--- config.mk ---
export PLATFORM = sky130hd
export DESIGN_NAME = avmm_to_axil
export DESIGN_NICKNAME = d
export VERILOG_FILES = /design/src/rtl/avmm_axil_pkg.sv /design/src/rtl/avmm_to_axil_wr_chan.sv /design/src/rtl/avmm_to_axil.sv
export SDC_FILE = /design/constraint.sdc
export NUM_CORES = 1
export LEC_CHECK = 0
export CAP_MARGIN = 20
export CORE_AREA = 2 2 106 108
export CTS_BUF_LIST = sky130_fd_sc_hd__clkbuf_2 sky130_fd_sc_hd__clkbuf_4 sky130_fd_sc_hd__clkbuf_8
export CTS_CLUSTER_SIZE = 10
export DETAILED_ROUTE_END_ITERATION = 12
export DIE_AREA = 0 0 108 110
export PLACE_DENSITY = 0.81
export SYNTH_ARGS = -nofsm -noshare
export SYNTH_HDL_FRONTEND = slang
export SYNTH_SLANG_ARGS = --single-unit
--- constraint.sdc ---
create_clock -name clk -period 3.8 [get_ports clk]
set_input_delay 0.76 -clock clk [delete_from_list [all_inputs] [get_ports clk]]
set_output_delay 0.76 -clock clk [all_outputs]
set_load 0.02 [all_outputs]
--- src/rtl/avmm_axil_pkg.sv ---
// Shared definitions for the Avalon-MM to AXI4-Lite bridge.
//   - state_t           : bridge FSM state encoding
//   - RESP_*            : Avalon-MM response codes
//   - AXI_*             : AXI4-Lite BRESP/RRESP codes
//   - AXI_PROT_DEFAULT  : fixed AxPROT value (unprivileged, secure, data)
//   - axi_to_avmm_resp  : maps an AXI response onto an Avalon response
package avmm_axil_pkg;

  typedef enum logic [2:0] {
    ST_IDLE    = 3'd0,
    ST_WR      = 3'd1,
    ST_WR_RESP = 3'd2,
    ST_RD      = 3'd3,
    ST_RD_RESP = 3'd4
  } state_t;

  localparam logic [1:0] RESP_OKAY   = 2'b00;
  localparam logic [1:0] RESP_SLVERR = 2'b10;
  localparam logic [1:0] RESP_DECERR = 2'b11;

  localparam logic [1:0] AXI_OKAY    = 2'b00;
  localparam logic [1:0] AXI_EXOKAY  = 2'b01;
  localparam logic [1:0] AXI_SLVERR  = 2'b10;
  localparam logic [1:0] AXI_DECERR  = 2'b11;

  localparam logic [2:0] AXI_PROT_DEFAULT = 3'b000;

  // EXOKAY has no Avalon counterpart; it is a successful access, so OKAY.
  function automatic logic [1:0] axi_to_avmm_resp(input logic [1:0] resp);
    case (resp)
      AXI_OKAY:   return RESP_OKAY;
      AXI_EXOKAY: return RESP_OKAY;
      AXI_SLVERR: return RESP_SLVERR;
      AXI_DECERR: return RESP_DECERR;
      default:    return RESP_OKAY;
    endcase
  endfunction

endpackage

--- src/rtl/avmm_to_axil_wr_chan.sv ---
// AW/W issue tracker for the Avalon-MM to AXI4-Lite bridge.
// Raises AWVALID and WVALID together on start_i and retires each one on its
// own handshake, in either order or in the same cycle. issue_done_o reports
// that both channels have been accepted (including a handshake happening
// this very cycle), and is only meaningful while the bridge is in ST_WR.
// Ports:
//   clk_i, rst_i   clock, asynchronous active-high reset
//   start_i        write accepted this cycle; launch AW and W
//   awready_i      AXI AWREADY
//   wready_i       AXI WREADY
//   awvalid_o      AXI AWVALID (registered)
//   wvalid_o       AXI WVALID  (registered)
//   issue_done_o   both AW and W have been (or are being) accepted
module avmm_to_axil_wr_chan (
  input  logic clk_i,
  input  logic rst_i,
  input  logic start_i,
  input  logic awready_i,
  input  logic wready_i,
  output logic awvalid_o,
  output logic wvalid_o,
  output logic issue_done_o
);

  logic awvalid_q;
  logic wvalid_q;
  logic aw_done_q;
  logic w_done_q;
  logic aw_hs;
  logic w_hs;

  assign aw_hs = awvalid_q & awready_i;
  assign w_hs  = wvalid_q  & wready_i;

  always_ff @(posedge clk_i or posedge rst_i) begin
    if (rst_i) begin
      awvalid_q <= 1'b0;
      wvalid_q  <= 1'b0;
      aw_done_q <= 1'b0;
      w_done_q  <= 1'b0;
    end else if (start_i) begin
      awvalid_q <= 1'b1;
      wvalid_q  <= 1'b1;
      aw_done_q <= 1'b0;
      w_done_q  <= 1'b0;
    end else begin
      if (aw_hs) begin
        awvalid_q <= 1'b0;
        aw_done_q <= 1'b1;
      end
      if (w_hs) begin
        wvalid_q <= 1'b0;
        w_done_q <= 1'b1;
      end
    end
  end

  // Counting the in-cycle handshake lets the FSM leave ST_WR on the same
  // edge that retires the last channel, keeping the minimum write latency.
  assign issue_done_o = (aw_done_q | aw_hs) & (w_done_q | w_hs);
  assign awvalid_o    = awvalid_q;
  assign wvalid_o     = wvalid_q;

endmodule

--- src/rtl/avmm_to_axil.sv ---
// Avalon-MM agent to AXI4-Lite master bridge, one outstanding access.
// An Avalon command is accepted when read or write is high while
// waitrequest is low; the bridge then runs a single AXI-Lite transaction
// and returns readdatavalid / writeresponsevalid with a mapped response.
// If read and write are asserted together the write is issued and the read
// is dropped.
// Optional feature: define AVMM_TO_AXIL_ERR_CNT_EN to count completed B/R
// beats whose response has bit 1 set (SLVERR/DECERR) in a saturating
// counter on err_count; otherwise err_count is tied to zero.
// Ports:
//   clk, rst                       clock, asynchronous active-high reset
//   csr_agent_*                    Avalon-MM agent (command + responses)
//   m_axil_aw* / w* / b*           AXI4-Lite write address/data/response
//   m_axil_ar* / r*                AXI4-Lite read address/data
//   err_count                      error counter (0 without the feature)
module avmm_to_axil
  import avmm_axil_pkg::*;
#(
  parameter int ADDR_WIDTH    = 16,
  parameter int DATA_WIDTH    = 32,
  parameter int STRB_WIDTH    = DATA_WIDTH / 8,
  parameter int ERR_CNT_WIDTH = 16
) (
  input  logic                     clk,
  input  logic                     rst,
  input  logic [ADDR_WIDTH-1:0]    csr_agent_address,
  input  logic                     csr_agent_read,
  input  logic                     csr_agent_write,
  input  logic [DATA_WIDTH-1:0]    csr_agent_writedata,
  input  logic [STRB_WIDTH-1:0]    csr_agent_byteenable,
  output logic                     csr_agent_waitrequest,
  output logic [DATA_WIDTH-1:0]    csr_agent_readdata,
  output logic                     csr_agent_readdatavalid,
  output logic                     csr_agent_writeresponsevalid,
  output logic [1:0]               csr_agent_response,
  output logic [ADDR_WIDTH-1:0]    m_axil_awaddr,
  output logic [2:0]               m_axil_awprot,
  output logic                     m_axil_awvalid,
  input  logic                     m_axil_awready,
  output logic [DATA_WIDTH-1:0]    m_axil_wdata,
  output logic [STRB_WIDTH-1:0]    m_axil_wstrb,
  output logic                     m_axil_wvalid,
  input  logic                     m_axil_wready,
  input  logic [1:0]               m_axil_bresp,
  input  logic                     m_axil_bvalid,
  output logic                     m_axil_bready,
  output logic [ADDR_WIDTH-1:0]    m_axil_araddr,
  output logic [2:0]               m_axil_arprot,
  output logic                     m_axil_arvalid,
  input  logic                     m_axil_arready,
  input  logic [DATA_WIDTH-1:0]    m_axil_rdata,
  input  logic [1:0]               m_axil_rresp,
  input  logic                     m_axil_rvalid,
  output logic                     m_axil_rready,
  output logic [ERR_CNT_WIDTH-1:0] err_count
);

  if (DATA_WIDTH != 32) begin : g_bad_data_width
    $error("avmm_to_axil: DATA_WIDTH must be 32");
  end

  state_t                  state_q;
  logic                    wait_q;
  logic                    arvalid_q;
  logic                    bready_q;
  logic                    rready_q;
  logic                    rdv_q;
  logic                    wrv_q;
  logic [DATA_WIDTH-1:0]   rdata_q;
  logic [1:0]              resp_q;
  logic [ADDR_WIDTH-1:0]   addr_q;
  logic [DATA_WIDTH-1:0]   wdata_q;
  logic [STRB_WIDTH-1:0]   wstrb_q;

  logic                    wr_start;
  logic                    wr_issue_done;

  // wait_q is low only in IDLE, so this is exactly the Avalon accept edge
  // for a write (which also wins over a simultaneous read).
  assign wr_start = (state_q == ST_IDLE) && !wait_q && csr_agent_write;

  avmm_to_axil_wr_chan u_wr_chan (
    .clk_i        (clk),
    .rst_i        (rst),
    .start_i      (wr_start),
    .awready_i    (m_axil_awready),
    .wready_i     (m_axil_wready),
    .awvalid_o    (m_axil_awvalid),
    .wvalid_o     (m_axil_wvalid),
    .issue_done_o (wr_issue_done)
  );

  always_ff @(posedge clk or posedge rst) begin
    if (rst) begin
      state_q   <= ST_IDLE;
      wait_q    <= 1'b1;
      arvalid_q <= 1'b0;
      bready_q  <= 1'b0;
      rready_q  <= 1'b0;
      rdv_q     <= 1'b0;
      wrv_q     <= 1'b0;
      rdata_q   <= '0;
      resp_q    <= RESP_OKAY;
      addr_q    <= '0;
      wdata_q   <= '0;
      wstrb_q   <= '0;
    end else begin
      rdv_q <= 1'b0;
      wrv_q <= 1'b0;
      case (state_q)
        ST_IDLE: begin
          // waitrequest is still high only on the first cycle after reset
          if (wait_q) begin
            wait_q <= 1'b0;
          end else if (csr_agent_write || csr_agent_read) begin
            wait_q  <= 1'b1;
            addr_q  <= csr_agent_address;
            wdata_q <= csr_agent_writedata;
            wstrb_q <= csr_agent_byteenable;
            if (csr_agent_write) begin
              state_q <= ST_WR;
            end else begin
              state_q   <= ST_RD;
              arvalid_q <= 1'b1;
            end
          end
        end
        ST_WR: begin
          if (wr_issue_done) begin
            state_q  <= ST_WR_RESP;
            bready_q <= 1'b1;
          end
        end
        ST_WR_RESP: begin
          if (m_axil_bvalid) begin
            bready_q <= 1'b0;
            wrv_q    <= 1'b1;
            resp_q   <= axi_to_avmm_resp(m_axil_bresp);
            wait_q   <= 1'b0;
            state_q  <= ST_IDLE;
          end
        end
        ST_RD: begin
          if (m_axil_arready) begin
            arvalid_q <= 1'b0;
            rready_q  <= 1'b1;
            state_q   <= ST_RD_RESP;
          end
        end
        ST_RD_RESP: begin
          if (m_axil_rvalid) begin
            rready_q <= 1'b0;
            rdv_q    <= 1'b1;
            rdata_q  <= m_axil_rdata;
            resp_q   <= axi_to_avmm_resp(m_axil_rresp);
            wait_q   <= 1'b0;
            state_q  <= ST_IDLE;
          end
        end
        default: begin
          state_q   <= ST_IDLE;
          wait_q    <= 1'b1;
          arvalid_q <= 1'b0;
          bready_q  <= 1'b0;
          rready_q  <= 1'b0;
        end
      endcase
    end
  end

  assign csr_agent_waitrequest        = wait_q;
  assign csr_agent_readdata           = rdata_q;
  assign csr_agent_readdatavalid      = rdv_q;
  assign csr_agent_writeresponsevalid = wrv_q;
  assign csr_agent_response           = resp_q;

  assign m_axil_awaddr  = addr_q;
  assign m_axil_awprot  = AXI_PROT_DEFAULT;
  assign m_axil_wdata   = wdata_q;
  assign m_axil_wstrb   = wstrb_q;
  assign m_axil_bready  = bready_q;
  assign m_axil_araddr  = addr_q;
  assign m_axil_arprot  = AXI_PROT_DEFAULT;
  assign m_axil_arvalid = arvalid_q;
  assign m_axil_rready  = rready_q;

`ifdef AVMM_TO_AXIL_ERR_CNT_EN
  logic                     err_evt;
  logic [ERR_CNT_WIDTH-1:0] err_cnt_q;

  // bready/rready are high throughout the *_RESP states, so valid alone
  // marks the completing beat.
  assign err_evt = ((state_q == ST_WR_RESP) && m_axil_bvalid && m_axil_bresp[1]) ||
                   ((state_q == ST_RD_RESP) && m_axil_rvalid && m_axil_rresp[1]);

  always_ff @(posedge clk or posedge rst) begin
    if (rst) begin
      err_cnt_q <= '0;
    end else if (err_evt && (err_cnt_q != '1)) begin
      err_cnt_q <= err_cnt_q + ERR_CNT_WIDTH'(1);
    end
  end

  assign err_count = err_cnt_q;
`else
  assign err_count = '0;
`endif

endmodule
==> implementation parameters <==
Parameter                              Value

Outcome
  Status ... complete, no violations

Min path
  Min-Delay Path Class ... reg -> reg
  WHS Path Cells ... 1
  Capture endpoint of the worst hold path ... m_axil_wdata[7]
  Beginning of the worst hold path ... m_axil_wdata[7]

Worst setup path
  Max stage delay on crit path ... 0.62 ns
  Source of the worst register-to-register timing path ... state_q[0]
  Critical path peak fanout ... 6
  Worst Setup Path Type ... reg -> out
  Critical path launch point type ... register
  Critical-path cell with the highest stage delay ... sky130_fd_sc_hd__clkdlybuf4s50_1
  Flop2flop setup slack ... 1.64 ns
  Crit path buffers/inverters ... 1
  Cell breakdown of the critical path ... clkdlybuf4s50_1
  Arrival time of data at the critical path endpoint ... 1.56 ns
  Cell count of the worst reg-to-reg path ... 4
  Endpoint of the most critical register-to-register path ... m_axil_wstrb[0]
  Largest delay contributor family on the critical path ... buffers and inverters
  Critical path endpoint category ... primary output
  Worst EP required ... about 3.0 ns

Placed design
  I/O Buffers ... around 200
  RD Place Congestion ... 0.8189
  DPL Wire Length ... 7284 µm

Yosys
  Post-synthesis average cell area ... 14.46 µm²
  Unique masters post-synth ... 35
  Proportion of synthesized chip area in sequential cells ... approximately three fifths
  YS warnings ... 0
  Post-synth EDFFs ... 0
  Top FF cell, synth ... sky130_fd_sc_hd__dfrtp_1
  Fraction of post-synthesis cell area in the top cell type by area ... 58.47%
  Synth cell count leaders ... sky130_fd_sc_hd__dfrtp_1, sky130_fd_sc_hd__mux2_1, sky130_fd_sc_hd__buf_4
  Synthesized cell area ... 4194 µm²
  Count of state elements after synthesis ... a little under 100
  Most common cell in the synthesized netlist ... sky130_fd_sc_hd__dfrtp_1
  Post-synth top area cell ... sky130_fd_sc_hd__dfrtp_1
  Gate Count Post-Synth ... 290
  FFs w/ async S/R, synth ... 100.0%
  Top area cells in the synthesized netlist ... sky130_fd_sc_hd__dfrtp_1, sky130_fd_sc_hd__mux2_1, sky130_fd_sc_hd__buf_4

Drt
  Iteration-0 DRC count of the detailed router ... 68
  Average via count per standard cell ... around 4.6
  Via total after detailed routing ... 2,864
  Number of design rule violations left after detail routing ... 0
  Initial DRT Pass Iterations ... 4
  ANT nets after route ... 0
  DRT Wirelength ... 9645 µm
  Detailed-route wire length per cell ... 15.43 µm

Power and ir drop
  Peak ir drop on the vdd network ... between 0.4 and 0.5 mV
  Pwr dens ... 845.3 nW/µm²
  Leakage power total ... 2.666 nW

Timing
  Post-Route Skew ... 0.01060 ns
  Worst Tran Pin Value ... 0.5984 ns
  Minimum clock period after layout ... 2.325 ns
  Final hold violations ... 0
  Slew Limit Headroom ... 60.11%
  Share of the cycle needed by the critical path after routing ... 61.18%
  Final Slew Violations ... 0
  Setup TNS ... 0 ns
  Highest clock frequency the design can meet ... ~430 MHz
  Number of setup violations in the final report ... 0
  Unrepaired setup endpoints after global routing ... no

Cells and area
  Synth-to-Final Area Change ... 51.28%
  Share of cells above drive strength 1 ... 7.423%
  Multi-input combinational cell area ... around 1400 µm²
  Nets ... 577
  Fill cell instance count of the final layout ... 872
  Sequential cell area in the final layout ... between 2000 and 2500 µm²
  Core utilization of the finished layout ... between 50 and 60%
  Antenna diode count ... 0

Clock network
  Clock Pin Slew Worst Setup and Hold Paths ... 0.10 ns
  TritonCTS clock tree ... yes
  Clk sink count ... 99
  Clock latency reported for the late side of the worst-skew pair ... 0.36 ns
  Clk buf depth ... 2
  Number of buffers created by CTS ... 9
  Number of buffers inserted by post-CTS setup repair ... 0
  CTS H-tree depth ... 3
  Hold_buf cts ... 0
  Library cell used as clock root buffer ... sky130_fd_sc_hd__clkbuf_8
  Gates resized, CTS repair ... 0

GRT
  Initial antenna violation count ... 0
  Busiest metal layer after global routing ... met2
  GR Util met3 ... under 10%
  Met1 track demand over resource in global routing ... 17.75%
  Pin count of the biggest net entering global routing ... 53
  First-pass GRT wire length ... 14,350 µm
  Vias in the first global route ... between 2,000 and 3,000
  Met2 capacity usage during global routing ... 28.66%
  Global-route usage over all layers ... between 10% and 20%
  Overflow left after global routing ... 0

Die
  X dimension of the die ... 108 µm
  Initial core utilization ... 39.20%
  Core outline area ... between 10,000 and 15,000 µm²
  I/O pins ... 229
  Die area ... 11,880 µm²
  Die outline height ... 110 µm
  Rows ... 38

Job
  Maximum Capacitance Violations ... 0
## state kept, by name, indices dropped and copies added (netlist names)
| signal | flops |
|---|---|
| state_q | 3 |
| u_wr_chan.wvalid_o | 1 |
| csr_agent_response | 2 |
| u_wr_chan.aw_done_q | 1 |
| csr_agent_waitrequest | 1 |
| m_axil_wdata | 32 |
| m_axil_arvalid | 1 |
| u_wr_chan.awvalid_o | 1 |
| csr_agent_readdatavalid | 1 |
| m_axil_bready | 1 |
| csr_agent_readdata | 32 |
| m_axil_araddr | 16 |
| csr_agent_writeresponsevalid | 1 |
| u_wr_chan.w_done_q | 1 |
| m_axil_rready | 1 |
| m_axil_wstrb | 4 |
## power breakdown
part,switching [mW],internal [mW],leakage [nW]
clock network,0.368,0.308,0.0923
logic,1.35,1.46,1.38
registers,0.312,1.57,1.20
## final cells by class
class	instances	share of cell area (%)
flip-flops and latches	99	39.07
repair buffers	209	33.25
multi-input cells	156	21.46
well taps	140	2.761
clock buffers	9	1.952
clock inverters	7	1.183
inverters	5	0.3352
## metal layers
layer  up-vias  routed length, µm
li1       1324                  -
met1      1403               3619
met2       129               5087
met3         8                836
met4         0                101
met5         -                  0
## worst max-delay path by stage
stage | startpoint | endpoint | slack, ns | cells past startpoint
global placement | csr_agent_write | m_axil_araddr[13] | 1.24 | 4
finish | csr_agent_waitrequest | csr_agent_waitrequest | 1.48 | 1
global route | csr_agent_waitrequest | csr_agent_waitrequest | 1.41 | 1
CTS | csr_agent_waitrequest | csr_agent_waitrequest | 1.45 | 1
floorplan | rst | csr_agent_readdata[0] | 0.45 | 1
detailed placement | csr_agent_write | m_axil_araddr[11] | 1.22 | 4
## through the flow
step	total power, mW	setup slack (ns)	instance area (µm²)	hold WS, ns	std cells
2_1_floorplan	3.472	0.4512	4273	0.4558	311
6_report	5.363	1.475	6345	0.4888	625
3_5_place_dp	4.747	1.224	6146	0.4737	609
3_3_place_gp	4.663	1.241	6146	0.4673	609
5_1_grt	5.678	1.413	6345	0.5043	625
4_1_cts	5.434	1.445	6345	0.4959	625
## cells by family after synthesis
| logic type | after synthesis | synth area share [%] |
|---|---|---|
| compound gates | 21 | 3.222 |
| buf+inv | 56 | 10.32 |
| flops | 99 | 59.10 |
| mux | 89 | 23.87 |
| other cells | 1 | 0.08941 |
| simple gates | 24 | 3.401 |
## cell usage in the layout, fill, tap and decap left out, types with 2 or more instances in the layout
master                            Yosys  routed
sky130_fd_sc_hd__a21oi_1              5       5
sky130_fd_sc_hd__buf_12               0       2
sky130_fd_sc_hd__clkbuf_8             0       9
sky130_fd_sc_hd__clkdlybuf4s50_1      0     206
sky130_fd_sc_hd__clkinvlp_4           0       3
sky130_fd_sc_hd__conb_1               1      22
sky130_fd_sc_hd__dfrtp_1             98      98
sky130_fd_sc_hd__inv_1                5       4
sky130_fd_sc_hd__inv_6                0       2
sky130_fd_sc_hd__mux2_1              77      77
sky130_fd_sc_hd__mux2_2              11      11
sky130_fd_sc_hd__nand2_1              4       4
sky130_fd_sc_hd__nand3b_1             3       3
sky130_fd_sc_hd__nor2_1               6       6
sky130_fd_sc_hd__nor4b_1              2       2
sky130_fd_sc_hd__o21ai_0              7       7
sky130_fd_sc_hd__o31ai_1              2       2
(Power assumes the default switching activity.)
==> RTL change 1, RTL diff (same flow settings) <==
Encoding of `state_t`: now one-hot (5 bits for 5 states).
--- a/src/rtl/avmm_axil_pkg.sv
+++ b/src/rtl/avmm_axil_pkg.sv
@@ -8,8 +8,8 @@
 
-  typedef enum logic [2:0] {
-    ST_IDLE    = 3'd0,
-    ST_WR      = 3'd1,
-    ST_WR_RESP = 3'd2,
-    ST_RD      = 3'd3,
-    ST_RD_RESP = 3'd4
+  typedef enum logic [4:0] {
+    ST_IDLE    = 5'b00001,
+    ST_WR      = 5'b00010,
+    ST_WR_RESP = 5'b00100,
+    ST_RD      = 5'b01000,
+    ST_RD_RESP = 5'b10000
   } state_t;
Function: same outputs for any inputs over 10 cycles, from zero or initial values and one cycle with rst high; not proved beyond that.
==> RTL change 1 against the unedited design <==
Setup slack got worse by 0.21 ns. Wire length increased by 20%. Power decreased by 3.5%. Clock skew decreased by 0.0055 ns. Sequential power decreased by 6%. Sequential cell count increased by 2. Area after synthesis increased by 10%. First-iteration DRC count increased by 87%. Design area increased by 6.8%.
==> RTL change 1: results (changes against the unedited design) <==
| Metric | Value |
|---|---|
| WL met2 | 6.05 mm (was 5.09 mm) |
| Synth top cells by count | dfrtp_1, mux2_4, buf_4, mux2_2, nor2_1 (was dfrtp_1, mux2_1, buf_4) |
| Hold Path End | u_wr_chan.w_done_q (was m_axil_wdata[7]) |
| Xor/xnor cell area share of the yosys netlist | 0.00380 (was 0) |
| FILL cells | 827 (was 872) |
| GRT Total Usage | 0.190 (was 0.159) |
| Top post-synthesis cells by area | dfrtp_1, mux2_4, mux2_2 (was dfrtp_1, mux2_1, buf_4) |
| CLK BUF | 13 (was 9) |
| Worst r2r dst | m_axil_wdata[21] (was m_axil_wstrb[0]) |
| Cell Area, Synth | 4610 µm² (was 4190 µm²) |
| Uppermost layer routed | met5 (was met4) |
| Share of cells above drive strength 1 | 0.222 (was 0.0742) |
| Layout non-clock buf frac | 0.311 (was 0.332) |
| DR WL/cell | 17.4 µm (was 15.4 µm) |
| Status | finished clean (unchanged) |
| Seq_cells | 101 (was 99) |
| WL met3 | 799 µm (was 836 µm) |
| Worst slew pin tran | 0.665 ns (was 0.598 ns) |
| Sequential fraction of the synthesis area | 0.549 (was 0.591) |
| Area after DPL | 6590 µm² (was 6150 µm²) |
| Comb_multi_in | 189 (was 156) |
| Worst Skew | 0.00513 ns (was 0.0106 ns) |
| Hold slack | 0.490 ns (was 0.489 ns) |
| Placer Congestion | 0.858 (was 0.819) |
| Critical Path AT | 2.79 ns (was 1.56 ns) |
| Global routing usage on met2 | 0.333 (was 0.287) |
| Hold Path Depth | 2 (was 1) |
| Met1 wire length | 4.41 mm (was 3.62 mm) |
| Mean Syn Cell Area | 14.0 µm² (was 14.5 µm²) |
| Met3 usage | 0.0482 (was 0.0494) |
| Pre-antenna DRT Iters | 4 (unchanged) |
| Global Route met1 Usage | 0.221 (was 0.178) |
| Min-delay src | u_wr_chan.w_done_q (was m_axil_wdata[7]) |
| Final wirelength | 11.5 mm (was 9.65 mm) |
| Clock-cell share | 0.0273 (was 0.0314) |
| Non-Clock Inverter Count | 7 (was 5) |
| Max Fanout on Critical Path | 29 (was 6) |
| Reg power frac | 0.342 (was 0.350) |
| Vias in the first global route | 3207 (was 2830) |
| Netlist cell types | 41 (was 35) |
| FF+latch area | 2530 µm² (was 2480 µm²) |
| Number of non-clock buffers | 210 (was 209) |
| P_comb | 2.75 mW (was 2.81 mW) |
| Peak supply drop | 450 µV (was 441 µV) |
| Starting DRT DRC Count | 127 (was 68) |
| Complex-gate fraction of the synthesized area | 0.0385 (was 0.0322) |
| Final instance area | 6780 µm² (was 6340 µm²) |
| Flop2flop setup slack | 1.27 ns (was 1.64 ns) |
| Top Family by Delay on Critical Path | simple AND/OR/NAND/NOR gates (was buffers and inverters) |
| Reg-to-Reg Start | state_q[1] (was state_q[0]) |
| Initial antenna violation count | 1 (was 0) |
| Via density | 4.88 (was 4.58) |
[RTL change 1: cell count changes in the layout (fill, tap and decap cells not counted), moves of 3 or more]
| cell | change |
|---|---|
| mux2_1 | -77 |
| mux2_4 | +50 |
| mux2_2 | +28 |
| nor2_1 | +5 |
| nor3_1 | +5 |
| nor2b_1 | +4 |
| nor3b_1 | +4 |
| clkinvlp_4 | -3 |
| nand3_1 | +3 |
| o21ai_0 | +3 |
[RTL change 1: worst max-delay path by stage]
| stage | startpoint | end | slack, ns | cells past startpoint |
|---|---|---|---|---|
| 2_1_floorplan | rst | csr_agent_readdata[0] | 0.40 | 1 |
| 3_3_place_gp | csr_agent_write | m_axil_wdata[21] | 1.07 | 5 |
| 3_5_place_dp | csr_agent_write | m_axil_wdata[14] | 0.98 | 5 |
| 4_1_cts | state_q[1] | m_axil_wdata[14] | 1.28 | 4 |
| 5_1_grt | state_q[1] | m_axil_wdata[14] | 1.23 | 4 |
| 6_report | state_q[1] | m_axil_wdata[21] | 1.27 | 4 |
==> RTL change 2, RTL diff (config.mk and constraints unchanged) <==
Made on the original files. Add a define of `AVMM_TO_AXIL_ERR_CNT_EN`.
--- a/src/rtl/avmm_to_axil.sv
+++ b/src/rtl/avmm_to_axil.sv
@@ -15,2 +15,4 @@
 //   err_count                      error counter (0 without the feature)
+`define AVMM_TO_AXIL_ERR_CNT_EN
+
 module avmm_to_axil
Behaviour: not the same (Yosys sat finds a counterexample within 10 cycles, from zero or initial values and one cycle with rst high).
==> RTL change 2 against the unedited design <==
Setup slack lost 0.27 ns. First-iteration DRC count grew to 4.5 times the old value. Design area increased by 17%. Area after synthesis grew 15%. Sequential share of layout area decreased by 0.25 points. Power increased by 15%. Wire length up 27%. Count of clock-buffer cells in the layout rose by 13. Critical path depth grew 3. Sequential cell count grew 16. Critical path type is now reg2reg.
==> RTL change 2: results (changes against the unedited design) <==
| Metric | Value |
|---|---|
| Int Power | 3.82 mW (was 3.34 mW) |
| Final net count | 763 (was 577) |
| Share of cells above drive strength 1 | 0.121 (was 0.0742) |
| Clock insertion delay at the later pin of the skew report | 0.41 ns (was 0.36 ns) |
| First-pass GRT wire length | 18.7 mm (was 14.4 mm) |
| Post-CTS Resized | 0 (unchanged) |
| Syn. warnings | 0 (unchanged) |
| Primary FF master, synth | dfrtp_1 (unchanged) |
| Sequential fraction of the synthesis area | 0.598 (was 0.591) |
| Root buffer cell | clkbuf_8 (unchanged) |
| Vias in the first global route | 3856 (was 2830) |
| Netlist cell types | 39 (was 35) |
| Port buffer count | 222 (was 206) |
| CTS H-tree lvls | 4 (was 3) |
| Post-DP HPWL | 8.81 mm (was 7.28 mm) |
| Postcts setup bufs | 0 (unchanged) |
| Worst Skew | 0.0138 ns (was 0.0106 ns) |
| Final hold viol count | 0 (unchanged) |
| CTS Buf Count | 17 (was 9) |
| Pre-antenna DRT Iters | 4 (unchanged) |
| Lkg Pwr | 3.42 nW (was 2.67 nW) |
| Starting DRT DRC Count | 309 (was 68) |
| Via density | 4.80 (was 4.58) |
| Status | finished clean (unchanged) |
| Largest net degree at the start of global routing | 75 (was 53) |
| Worst slew pin tran | 0.955 ns (was 0.598 ns) |
| Max Fanout on Critical Path | 52 (was 6) |
| Placer Congestion | 0.796 (was 0.819) |
| Pre-CTS WS | 1.19 ns (was 1.22 ns) |
| Clk buf depth | 2 (unchanged) |
| Clock-pin slew on the worst setup and hold paths | 0.06 ns (was 0.10 ns) |
| Critical Path AT | 2.94 ns (was 1.56 ns) |
| Final wirelength | 12.2 mm (was 9.65 mm) |
| FILL cells | 806 (was 872) |
| Crit-path slowest cell | o21a_2 (was clkdlybuf4s50_1) |
| Top post-synthesis cells by area | dfrtp_1, nand2_1, mux2_2 (was dfrtp_1, mux2_1, buf_4) |
| Synth top cells by count | nand2_1, dfrtp_1, mux2_2 (was dfrtp_1, mux2_1, buf_4) |
| Peak supply drop | 385 µV (was 441 µV) |
| Post-synth ARST share | 1.00 (unchanged) |
| Crit-path max cell delay | 0.91 ns (was 0.62 ns) |
| GRT Total Usage | 0.204 (was 0.159) |
| Initial antenna violation count | 0 (unchanged) |
[RTL change 2: changes by cell type after synthesis, sizes merged, moves of 4 or more]
cell and change:
nand3 +4, buf -11, nor3 +4, dfrtp +16
nand4 +5, xor2 +13, nand2 +166, mux2 -54
nor4 +10
[RTL change 2: power by group through the flow]
stage / registers (mW) / logic, mW / clock network, mW
3_5_place_dp: 2.10 / 2.93 / 0
3_3_place_gp: 2.07 / 2.87 / 0
6_report: 2.08 / 2.90 / 1.17
5_1_grt: 2.15 / 3.11 / 1.28
4_1_cts: 2.08 / 2.94 / 1.21
2_1_floorplan: 2.63 / 1.07 / 0
[RTL change 2: final timing paths]
path	from	endpoint	slack, ns	cells after the start
setup / recovery	state_q[1]	m_axil_wdata[8]	1.21	4
setup reg to reg	state_q[1]	m_axil_wdata[8]	1.21	4
max in group asynchronous	rst	m_axil_wdata[24]	2.16	3
min in group asynchronous	rst	csr_agent_readdata[21]	0.85	3
hold reg to reg	m_axil_wdata[6]	m_axil_wdata[6]	0.48	2
hold / removal	m_axil_wdata[6]	m_axil_wdata[6]	0.48	2
[RTL change 2: cell families (layout without fill, tap and decap cells)]
kind of cell / count (synthesis) / count (layout) / share of synthesized area
compound gates: 26 / 26 / 0.0343
xor+xnor: 15 / 15 / 0.0273
fa+ha+maj: 1 / 1 / 0.00260
buf+inv: 51 / 267 / 0.0642
flops: 115 / 115 / 0.598
mux: 34 / 34 / 0.0795
other cells: 1 / 6 / 0.000779
simple gates: 214 / 214 / 0.193
[RTL change 2: area by class of cell]
| class | instances | area [µm²] | area share |
|---|---|---|---|
| clock buffer | 22 | 284 | 0.0383 |
| sequential | 115 | 2880 | 0.388 |
| clock inverter | 10 | 131 | 0.0177 |
| tap | 140 | 175 | 0.0236 |
| timing repair buffer | 227 | 2260 | 0.305 |
| multi-input combinational | 296 | 1650 | 0.223 |
| inverter | 8 | 33.8 | 0.00455 |
[RTL change 2: routing by layer]
layer,part of all wire,track usage,vias up
li1,-,-,1880
met4,0.014,0.0641,0
met2,0.51,0.340,156
met3,0.087,0.0858,13
met1,0.39,0.240,1878
met5,0,0,-
[RTL change 2: stage by stage]
| step | power (mW) | util | std cells | hold slack (ns) | instance area [µm²] |
|---|---|---|---|---|---|
| global route | 6.53 | 0.693 | 818 | 0.491 | 7420 |
| floorplan | 3.69 | - | 462 | 0.498 | 4840 |
| CTS | 6.23 | 0.693 | 818 | 0.481 | 7420 |
| detailed placement | 5.02 | 0.655 | 786 | 0.465 | 7000 |
| finish | 6.15 | 0.693 | 818 | 0.479 | 7420 |
| global placement | 4.93 | 0.655 | 786 | 0.457 | 7000 |
[RTL change 2: worst max-delay path, delay by kind of cell (launching register included)]
family | cells | cell delay, ns
simple gates | 3 | 1.10
compound gates | 1 | 0.91
flops | 1 | 0.52
